### config.mk
export PLATFORM = sky130hd
export DESIGN_NAME = superscalar_exec_stage
export DESIGN_NICKNAME = d
export VERILOG_FILES = /design/src/rtl/exec_pkg.sv /design/src/rtl/superscalar_exec_stage_lane.sv /design/src/rtl/superscalar_exec_stage.sv
export SDC_FILE = /design/constraint.sdc
export NUM_CORES = 2
export LEC_CHECK = 0
export ABC_AREA = 1
export CAP_MARGIN = 20
export CORE_ASPECT_RATIO = 1.5
export CORE_MARGIN = 4
export CORE_UTILIZATION = 25
export DETAILED_ROUTE_END_ITERATION = 8
export GPL_ROUTABILITY_DRIVEN = 0
export HOLD_SLACK_MARGIN = 0.05
export PLACE_DENSITY_LB_ADDON = 0.1
export SLEW_MARGIN = 20
export SYNTH_ARGS = -nofsm -noshare
export SYNTH_HDL_FRONTEND = slang
export SYNTH_SLANG_ARGS = --single-unit
### constraint.sdc
create_clock -name clk -period 6.8 [get_ports clk]
set_clock_uncertainty 0.1 [all_clocks]
set_input_delay 1.36 -clock clk [delete_from_list [all_inputs] [get_ports clk]]
set_output_delay 1.36 -clock clk [all_outputs]
set_load 0.01 [all_outputs]
### src/rtl/exec_pkg.sv
// Shared types for the superscalar execute stage: ALU opcodes, branch kinds, FSM states.
package exec_pkg;

  typedef enum logic [3:0] {
    ALU_ADD = 4'd0,
    ALU_SUB = 4'd1,
    ALU_CMP = 4'd2,
    ALU_MUL = 4'd3,
    ALU_MOV = 4'd4,
    ALU_OR  = 4'd5,
    ALU_AND = 4'd6,
    ALU_NOT = 4'd7,
    ALU_LSL = 4'd8,
    ALU_LSR = 4'd9,
    ALU_ASR = 4'd10
  } alu_op_e;

  typedef enum logic [1:0] {
    BR_NONE = 2'd0,
    BR_BEQ  = 2'd1,
    BR_BGT  = 2'd2,
    BR_RET  = 2'd3
  } br_kind_e;

  typedef enum logic [1:0] {
    ST_IDLE  = 2'd0,
    ST_MBUSY = 2'd1,
    ST_HOLD  = 2'd2
  } state_e;

  function automatic logic is_mul_op(input logic [3:0] op);
    return op == ALU_MUL;
  endfunction

endpackage

### src/rtl/superscalar_exec_stage_lane.sv
// One execute lane: combinational ALU plus branch resolution.
module exec_lane
  import exec_pkg::*;
#(
  parameter int XLEN = 32
) (
  input  logic            i_valid,
  input  logic [3:0]      i_alu_op,
  input  logic [1:0]      i_br_kind,
  input  logic [XLEN-1:0] i_opa,
  input  logic [XLEN-1:0] i_opb,
  input  logic [XLEN-1:0] i_br_target,
  output logic [XLEN-1:0] o_result,
  output logic            o_is_mul,
  output logic            o_taken,
  output logic [XLEN-1:0] o_target
);

  localparam int SHW = $clog2(XLEN);

  logic [SHW-1:0] w_shamt;
  logic           w_cond;

  assign w_shamt = i_opb[SHW-1:0];

  always_comb begin
    o_result = '0;
    case (alu_op_e'(i_alu_op))
      ALU_ADD: o_result = i_opa + i_opb;
      ALU_SUB: o_result = i_opa - i_opb;
      ALU_CMP: o_result = i_opa - i_opb;
      ALU_MUL: o_result = i_opa * i_opb;
      ALU_MOV: o_result = i_opb;
      ALU_OR:  o_result = i_opa | i_opb;
      ALU_AND: o_result = i_opa & i_opb;
      ALU_NOT: o_result = ~i_opa;
      ALU_LSL: o_result = i_opa << w_shamt;
      ALU_LSR: o_result = i_opa >> w_shamt;
      ALU_ASR: o_result = $signed(i_opa) >>> w_shamt;
      default: o_result = '0;
    endcase
  end

  always_comb begin
    w_cond = 1'b0;
    case (br_kind_e'(i_br_kind))
      BR_BEQ:  w_cond = (i_opa == i_opb);
      BR_BGT:  w_cond = ($signed(i_opa) > $signed(i_opb));
      BR_RET:  w_cond = 1'b1;
      default: w_cond = 1'b0;
    endcase
  end

  assign o_taken  = i_valid & w_cond;
  assign o_target = (br_kind_e'(i_br_kind) == BR_RET) ? i_opa : i_br_target;
  assign o_is_mul = i_valid & is_mul_op(i_alu_op);

endmodule

### src/rtl/superscalar_exec_stage.sv
// N-lane registered execute stage: holds one result bundle, stretches MUL bundles to MUL_LAT
// cycles, squashes lanes younger than the oldest taken branch and emits a single redirect.
module superscalar_exec_stage
  import exec_pkg::*;
#(
  parameter int LANES   = 2,
  parameter int XLEN    = 32,
  parameter int MUL_LAT = 3
) (
  input  logic                  clk,
  input  logic                  rst,
  input  logic                  flush,
  input  logic [LANES-1:0]      in_valid,
  output logic                  in_ready,
  input  logic [LANES*XLEN-1:0] in_pc,
  input  logic [LANES*XLEN-1:0] in_opa,
  input  logic [LANES*XLEN-1:0] in_opb,
  input  logic [LANES*4-1:0]    in_alu_op,
  input  logic [LANES*2-1:0]    in_br_kind,
  input  logic [LANES*XLEN-1:0] in_br_target,
  output logic [LANES-1:0]      out_valid,
  input  logic                  out_ready,
  output logic [LANES*XLEN-1:0] out_result,
  output logic                  redirect_valid,
  output logic [XLEN-1:0]       redirect_pc
);

  localparam int CW = $clog2(MUL_LAT + 1);

  logic [LANES-1:0][XLEN-1:0] w_res;
  logic [LANES-1:0][XLEN-1:0] w_tgt;
  logic [LANES-1:0]           w_mul;
  logic [LANES-1:0]           w_taken;
  logic [LANES-1:0]           w_vld;
  logic                       w_redir_v;
  logic [XLEN-1:0]            w_redir_pc;
  logic                       w_fire;
  logic                       w_unused_pc;
  state_e                     w_state_nxt;
  logic [CW-1:0]              w_cnt_nxt;

  state_e                     r_state;
  logic [CW-1:0]              r_cnt;
  logic [LANES-1:0]           r_vld;
  logic [LANES-1:0][XLEN-1:0] r_res;
  logic                       r_redir_v;
  logic [XLEN-1:0]            r_redir_pc;

  // PCs are not needed: branch targets arrive precomputed.
  assign w_unused_pc = ^in_pc;

  genvar g;
  generate
    for (g = 0; g < LANES; g++) begin : g_lane
      exec_lane #(.XLEN(XLEN)) u_lane (
        .i_valid     (in_valid[g]),
        .i_alu_op    (in_alu_op[g*4 +: 4]),
        .i_br_kind   (in_br_kind[g*2 +: 2]),
        .i_opa       (in_opa[g*XLEN +: XLEN]),
        .i_opb       (in_opb[g*XLEN +: XLEN]),
        .i_br_target (in_br_target[g*XLEN +: XLEN]),
        .o_result    (w_res[g]),
        .o_is_mul    (w_mul[g]),
        .o_taken     (w_taken[g]),
        .o_target    (w_tgt[g])
      );
    end
  endgenerate

  // Walk oldest to youngest; the first taken lane stays valid, everything after it dies.
  always_comb begin
    w_vld      = '0;
    w_redir_v  = 1'b0;
    w_redir_pc = '0;
    for (int i = 0; i < LANES; i++) begin
      if (!w_redir_v) begin
        w_vld[i] = in_valid[i];
        if (w_taken[i]) begin
          w_redir_v  = 1'b1;
          w_redir_pc = w_tgt[i];
        end
      end
    end
  end

  assign in_ready = (r_state == ST_IDLE) | ((r_state == ST_HOLD) & out_ready);
  assign w_fire   = (|in_valid) & in_ready & ~flush;

  always_comb begin
    w_state_nxt = r_state;
    w_cnt_nxt   = r_cnt;
    case (r_state)
      ST_MBUSY: begin
        if (r_cnt <= CW'(1)) begin
          w_state_nxt = ST_HOLD;
          w_cnt_nxt   = '0;
        end else begin
          w_cnt_nxt = r_cnt - CW'(1);
        end
      end
      ST_HOLD: if (out_ready) w_state_nxt = ST_IDLE;
      default: ;
    endcase
    if (w_fire) begin
      w_state_nxt = (|w_mul) ? ST_MBUSY : ST_HOLD;
      w_cnt_nxt   = (|w_mul) ? CW'(MUL_LAT - 1) : '0;
    end
    if (flush) begin
      w_state_nxt = ST_IDLE;
      w_cnt_nxt   = '0;
    end
  end

  always_ff @(posedge clk or posedge rst) begin
    if (rst) begin
      r_state <= ST_IDLE;
      r_cnt   <= '0;
    end else begin
      r_state <= w_state_nxt;
      r_cnt   <= w_cnt_nxt;
    end
  end

  always_ff @(posedge clk or posedge rst) begin
    if (rst) begin
      r_vld      <= '0;
      r_res      <= '0;
      r_redir_v  <= 1'b0;
      r_redir_pc <= '0;
    end else if (w_fire) begin
      r_vld      <= w_vld;
      r_res      <= w_res;
      r_redir_v  <= w_redir_v;
      r_redir_pc <= w_redir_pc;
    end
  end

  assign out_valid      = ((r_state == ST_HOLD) & ~flush) ? r_vld : '0;
  assign out_result     = r_res;
  assign redirect_valid = (r_state == ST_HOLD) & out_ready & r_redir_v & ~flush;
  assign redirect_pc    = r_redir_pc;

endmodule

* Word level (Yosys, flattened, before mapping) *
Cells that the tools add are included.

operators by class
  $add $sub $neg = 5
  multiply operators = 2
  divide/modulo/power cells = 0
  order comparisons = 3
  equality and inequality tests = 32
  shift-type cells = 6
  mux-type cells = 25
  bitwise gates (word level) = 18
  reductions and logical operators = 10

operators by type and width
  kind                                                              number
  32-bit one-hot mux with 10 select lines                           2
  32-bit 2-to-1 mux                                                 5
  32-bit adder                                                      2
  32-bit AND                                                        2
  32-bit == test                                                    2
  32-bit > comparator                                               2
  32-bit by 32-bit multiplier with 32-bit output                    2
  32-bit NOT                                                        2
  32-bit bitwise OR                                                 2
  32-bit by 5-bit left shift with 32-bit output                     2
  32-bit by 5-bit >> shifter with 32-bit output                     2
  32-bit by 5-bit >>> shifter with 32-bit output                    2
  32-bit subtractor                                                 2
  4-bit by 3-bit == test with 1-bit output (second input constant)  8
  4-bit == test (second input constant)                             6
  2-bit 2-to-1 mux                                                  11
  4-bit by 2-bit == test with 1-bit output (second input constant)  4
  1-bit AND                                                         10
  2-bit == test (second input constant)                             5
  4-bit by 1-bit == test with 1-bit output (second input constant)  2
  4-bit zero test                                                   2
  4-bit inequality test (second input constant)                     2
  2-bit OR reduction                                                4
  2-bit by 1-bit == test with 1-bit output (second input constant)  3
  11 further kinds                                                  15

storage, ports and cells
  register bits after elaboration = 103
  latch bits = 0
  bits in writable memories = 0
  memory bits (read-only) = 0
  input bits = 274
  output and inout port bits = 100
  word-level logic and storage cells = 108
  memories kept = 0

* Longest topological paths before layout *
  depth in word-level cells = 7
  gate-level depth with buffers = 42
  gate-level depth less buffers = 39

* Hierarchy *
From an unflattened synthesis, not the netlist that was laid out.

unflattened totals
  cells, all modules = 8,848
  area total of the unflattened synthesis = 57,151.1 um2

by module, submodules not included
  module                         times used  cells an instance  area each (um2)
  exec_lane at g_lane[1].u_lane  1           4,157              26,394.1
  exec_lane at g_lane[0].u_lane  1           4,115              26,232.7
  superscalar_exec_stage         1           576                4,524.3

* Least setup slack after synthesis *
No wires, ideal clock.

  path kind = in2reg
  from = input port in_opb[35]
  to = register r_res, in the netlist out_result[54]
  library setup time = 123 ps
  data arrival time = 8,272 ps
  required time = 6,577 ps
  slack = -1,695 ps
  cell stages on the path = 29
  cells stage by stage = clkbuf_1 -> clkbuf_1 -> clkbuf_1 -> buf_1 -> clkbuf_1 -> nand2_1 -> inv_1 -> fa_1 -> fa_1 -> fa_1 -> inv_1 -> fa_1 -> inv_1 -> fa_1 -> fa_1 -> fa_1 -> fa_1 -> ha_1 -> a21oi_1 -> o21ai_0 -> a21oi_1 -> nand3_1 -> nand3_1 -> nand2_1 -> or2_2 -> nand3_1 -> nand4_1 -> o21ai_0 -> nand2_1

between the ends
  cells in the longest elaborated chain, start to end = 2
  elaborated cells on any way between the ends = 7

RTL lines
  item                                                                    line                               source
  from (decl)                                                             superscalar_exec_stage.sv:17       input logic [LANES*XLEN-1:0] in_opb,
  32-bit by 32-bit multiplier with 32-bit output (tied with other cells)  superscalar_exec_stage_lane.sv:32  ALU_MUL: o_result = i_opa * i_opb;
  32-bit one-hot mux with 10 select lines *                               superscalar_exec_stage_lane.sv:28  case (alu_op_e'(i_alu_op))
  to (signal assigned)                                                    superscalar_exec_stage.sv:132      r_res <= w_res;
  to (decl)                                                               superscalar_exec_stage.sv:45       logic [LANES-1:0][XLEN-1:0] r_res;

Every way passes the cells marked *; elsewhere a longest branch is shown, timed or not.
A chain may end at the register's enable or synchronous reset.

* Worst setup path after layout *
  from = input port in_opa[22]
  to = register r_res, in the netlist out_result[29]

between the ends
  cells in the longest elaborated chain, start to end = 2
  elaborated cells on any way between the ends = 7

RTL lines
  item                                                                    line                               source
  from (decl)                                                             superscalar_exec_stage.sv:16       input logic [LANES*XLEN-1:0] in_opa,
  32-bit by 32-bit multiplier with 32-bit output (tied with other cells)  superscalar_exec_stage_lane.sv:32
  32-bit one-hot mux with 10 select lines *                               superscalar_exec_stage_lane.sv:28

Marks and branches as above.

==> results.yml <==
clock_network:
  htree_levels: 3
  clkTransAtPathRegs_ns: 0.13
  cts_tree: "yes"
  cts_root_buf: "clkbuf_16"
  cts_buffer_depth: 2
  cts.sinks: 103
  cts_buffers: 9
  insertion_delay_ns: 0.49
sta:
  rsz0062_at_grt: "true"
  holdWs_ns: 0.3826
  layout_setup_ws_ns: -1.449
  fin_crit_sh: 1.213
  hold_violations: 0
  worstMarginPinSlew_ns: 1.418
  min_period_ns: 8.249
  drv_slew: 0
  max_freq_mhz: 121.2
  max-slew-margin-rel: 0.05469
  finalSetupViolCount: 44
layout:
  area_growth_pct: 38.81
  layout_commonest_cell: "nand2_1"
  drive_above_1_share: 0.2365
  fin_cells: 12876
  num-fill-cells: 24699
  nNetsFinal: 11377
  final_cell_mix: "nand2_1 (2381), inv_1 (1752), buf_4 (959)"
synthesis:
  async_flop_share: 1.000
  synth_cell_type_count: 69
  synth_top_area_cell: "fa_1"
  syn-instance-count: 8691
  synth_top_area_frac: 0.2913
  synth_area_sq_um: 56360
  synth_fp_nets: 10228
  synth.area.top_cells: "fa_1 (29%), nand2_1 (17%), inv_1 (13%), ha_1 (9.8%), o21ai_0 (5.0%)"
  synth-edff-count: 0
  ys_seq_area_frac: 0.04573
  yosys_warnings: 0
  synthFlopType: "dfrtp_1"
  avgSynthCellArea_sq_um: 6.485
  ys_ff_latch: 103
place:
  port-buffer-count: 309
  dp.cells: 12539
  dp_hpwl_um: 298300
drt:
  drtIter0Drc: 4691
  ant_nets: 0
  route.detailed.drc: 0
  wl_per_cell_um: 27.81
  drt-total-wl_um: 358000
  vias_per_cell: 5.024
  drtPass1Iterations: 6
  via_count: 64695
outcome:
  violations: "setup timing"
  status: "finished, violations left"
critical_path:
  cp_max_fo: 5
  max_stage_delay_ns: 0.65
  arrival_ns: 8.56
  cp_slowest_cell: "nand4_1"
  crit_type: "in -> reg"
  cp.required_ns: 7.11
  cp_common_cell: "fa_2"
  end_kind: "register"
  start_kind: "input port"
floorplan:
  pin_count: 374
  die_x_um: 395.7
  floorplan.initialDensity: 0.2512
  core_area_sq_um: 224400
  die-area_sq_um: 233300
  die_h_um: 589.5
  rows: 213
worst_hold_path:
  min_path_type: "reg -> reg"
grt:
  antenna_found_initial: 40
  grt_use_total: 0.3025
  grt.overflow.total: 0
  grt_first_pass_wirelength_um: 499800
  grt_max_degree: 87
  grt_pass1_vias: 68467
job:
  cap_violations: 0
## layout make-up
| cell class | count | area, sq um | share of cell area |
|---|---|---|---|
| multi-input combinational | 6178 | 48680 | 0.6222 |
| timing repair buffer | 1585 | 15430 | 0.1973 |
| inverter | 1963 | 7401 | 0.09460 |
| tap | 3010 | 3766 | 0.04814 |
| sequential | 103 | 2577 | 0.03295 |
| clock buffer | 9 | 225.2 | 0.002879 |
| clock inverter | 7 | 98.84 | 0.001263 |
| antenna | 21 | 52.55 | 0.0006717 |
## what timing repair did
| item | in CTS | in global routing |
|---|---|---|
| pin swaps | 551 | 430 |
| setup buffers | 252 | 81 |
| cloned | 15 | 0 |
| gates resized for setup | 1101 | 448 |
| setup endpoints to repair | 48 | 51 |
| hold buffers | 0 | 0 |
## sequential cells by signal (all words and copies together), names as in the netlist
name	count
out_result	64
r_cnt	2
r_redir_v	1
r_state	2
r_vld	2
redirect_pc	32
## Yosys cell counts, types with 10 or more instances
cell          n
a211oi_1     12
a21boi_0     10
a21o_1       21
a21oi_1     411
a221oi_1     43
a31oi_1      10
buf_1        78
buf_2        77
buf_4        16
clkbuf_1    267
dfrtp_1     103
fa_1        820
ha_1        443
inv_1      1932
inv_2        22
mux2i_1      24
nand2_1    2552
nand3_1     325
nand3_2      19
nand3b_1     21
nand4_1      63
nor2_1      337
nor3_1       58
nor4_1       14
o2111ai_1    16
o211ai_1     48
o21a_1       18
o21ai_0     560
o21ai_1      78
o21bai_1     26
o22ai_1      71
or2_2        34
xnor2_1      20
xor2_1       25
## final timing paths
kind,from,to,slack [ns],depth (start not counted)
min,redirect_pc[27],redirect_pc[27],0.38,2
max,in_opa[22],out_result[29],-1.45,26
max in group asynchronous,rst,redirect_pc[1],4.50,3
min reg2reg,redirect_pc[27],redirect_pc[27],0.38,2
max reg2reg,r_state[0],out_result[33],3.12,9
min in group asynchronous,rst,out_result[63],1.05,2
## worst max-delay path, delay by kind of cell
kind            cells  cell delay (ns)
simple gates        7             1.29
fa+ha+maj           9             4.48
compound gates      4             0.75
buf+inv             6             0.67
## per-stage QoR
stage                     cell area (sq um)  utilization  TNS, ns  worst slack [ns]
after floorplan                       57650            -   -22.27           -0.8536
after global placement                70780       0.3154   -87.82            -3.141
after detailed placement              70780       0.3154   -87.23            -3.088
after CTS                             76560       0.3412   -30.76            -1.403
after global routing                  78190       0.3484   -37.77            -1.403
final                                 78230       0.3486   -31.15            -1.449
## cells by family after synthesis
logic type / count (synthesis) / synth area share
compound gates: 1376 / 0.1380
xor+xnor: 45 / 0.006993
fa+ha+maj: 1263 / 0.3896
buf+inv: 2410 / 0.1642
flops: 103 / 0.04573
mux: 26 / 0.004662
simple gates: 3468 / 0.2508
## routing by layer
layer	vias to the layer above	wire, um	GRT usage	part of all wire
li1	28808	-	-	-
met3	1251	22430	0.06106	0.063
met4	16	42270	0.2730	0.12
met2	2899	176300	0.5359	0.49
met1	31721	116900	0.2970	0.33
met5	-	81	0	0.00023
Power is left out: the tool's default activity adds up to more than one toggle a clock period on the data nets, which glitch-free logic cannot reach.
==> patch, RTL diff (same settings) <==
Remove the case item `ALU_LSR` of the case on `alu_op_e'(i_alu_op)`.
--- a/src/rtl/superscalar_exec_stage_lane.sv
+++ b/src/rtl/superscalar_exec_stage_lane.sv
@@ -35,7 +35,6 @@
       ALU_AND: o_result = i_opa & i_opb;
       ALU_NOT: o_result = ~i_opa;
       ALU_LSL: o_result = i_opa << w_shamt;
-      ALU_LSR: o_result = i_opa >> w_shamt;
       ALU_ASR: o_result = $signed(i_opa) >>> w_shamt;
       default: o_result = '0;
     endcase
Formal check against the unedited RTL: not equivalent (a bounded check fails within 4 cycles, from zero or initial values and one cycle with rst high).
==> patch against the unedited design <==
Utilization is 0.53 points lower. Sequential cell count is the same. Non-clock buffer count down 100. Hold slack better by 5.1 ps. Design area down 3.1%. Critical path depth rose by 2. Routed wire length shrank 7.5%. Synthesized area is 1.5% lower. The flow still finishes with violations (setup timing). Worst setup slack better by 410 ps. Via count decreased by 4.0%.
Power is not shown: default switching activity piles up to over one toggle a cycle in this logic, so the estimate is an artifact.
==> patch: results (changes against the unedited design) <==
Timing
  – Final setup viols: 43 (-2.3%)
  – Fin worst setup slack: -1040 ps (+406 ps)
  – TNS Setup: -27800 ps (+3350 ps)

Global routing
  – Vias in the first global route: 65600 (-4.2%)
  – GRT Overall Usage: 28.5% (-1.7 points)
  – First-pass GRT wire length: 465000 um (-6.9%)
  – Largest net degree at the start of global routing: 76 (-13%)
  – Initial antenna violation count: 34 (-15%)

Place
  – Hpwl dp: 285000 um (-4.6%)
  – Worst slack at placement: -2590 ps (+497 ps)
  – Placed Area: 0.0692 mm^2 (-2.2%)

Yosys
  – Synth unique cells: 61 (-12%)
  – Mean Syn Cell Area: 6.48 um^2 (-0.11%)
  – Top post-synthesis cells by area: fa_1 30%, nand2_1 17%, inv_1 13%, ha_1 10%, o21ai_0 5.0%
  – Commonest cells in the netlist: 2469 x nand2_1, 1949 x inv_1, 820 x fa_1

Layout
  – Multi-input gate share of total cell area: 63.0% (+0.80 points)
  – Signal buffers share of area: 18.5% (-1.2 points)
  – Post-route non-filler standard cell count: 12500 (-2.7%)
  – Portion of the layout cell area used by clock cells: 0.413% (-0.0014 points)
  – # nets final: 11200 (-2.0%)
  – Multi-Input Combinational: 6036 (-2.3%)
  – FILL cells: 24100 (-2.3%)
  – Antenna cells: 29 (+38%)
  – Sequential cell count: 103 (unchanged)
  – Non-clk bufs: 1485 (-6.3%)
  – Invs w/o clock: 1979 (+0.82%)
  – Final core utilization: 34.3% (-0.53 points)
  – Layout cell share with drive strength beyond 1: 22.9% (-0.72 points)
  – Fraction of area in registers: 3.40% (+0.11 points)

Detailed routing
  – Average vias per placed instance: 4.96 (-1.3%)
  – DRT iter0 DRCs: 4119 (-12%)
  – Wire per inst: 26.4 um (-4.9%)

Setup path
  – Critical path peak fanout: 3 (-2)
  – Critical R2R Capture: redirect_pc[24]
  – Worst reg-to-reg path cell count: 12 (+3)
  – CP arrival: 8100 ps (-460 ps)
  – CP max stage delay: 570 ps (-80 ps)
  – Slowest-stage cell, CP: fa_1
  – Worst R2R Setup Slack: 3600 ps (+480 ps)
  – Crit path from: in_opb[35]

Hold path
  – Hold Path Sink: out_result[46]
  – Hold path start: out_result[46]

Floorplan
  – Chip width: 393 um (-0.74%)

Outcome
  – Failing checks: setup timing
  – Status: complete, but fails checks

Clock tree
  – Clk slew on worst S/H paths: 80 ps (-50 ps)
-- patch: what timing repair did --
action	4_1_cts	5_1_grt
buffers inserted	209	60
pin swaps	559	391
resized for setup	1051	445
setup endpoints to repair	48	48
gates cloned	2	0
-- patch: cell families (layout without fill, tap and decap cells) --
logic type / after synthesis / in the layout / share of synthesized area (%)
flip-flops: 103 / 103 / 4.64
buffers and inverters: 2430 / 3480 / 16.7
multiplexers: 28 / 28 / 0.509
other: 0 / 29 / 0
AND/OR/NAND/NOR: 3280 / 3280 / 23.6
adder cells (fa/ha/maj): 1263 / 1263 / 39.6
XOR/XNOR: 45 / 45 / 0.710
AO/OA/AOI/OAI: 1420 / 1420 / 14.3
-- patch: routing by layer --
layer / global-route usage (%) / vias to the layer above / share of wire [%]
li1: - / 28200 / -
met1: 28.5 / 30400 / 34
met2: 52.0 / 2519 / 51
met3: 4.54 / 992 / 5.1
met4: 22.7 / 6 / 10
met5: 0.275 / - / 0.022
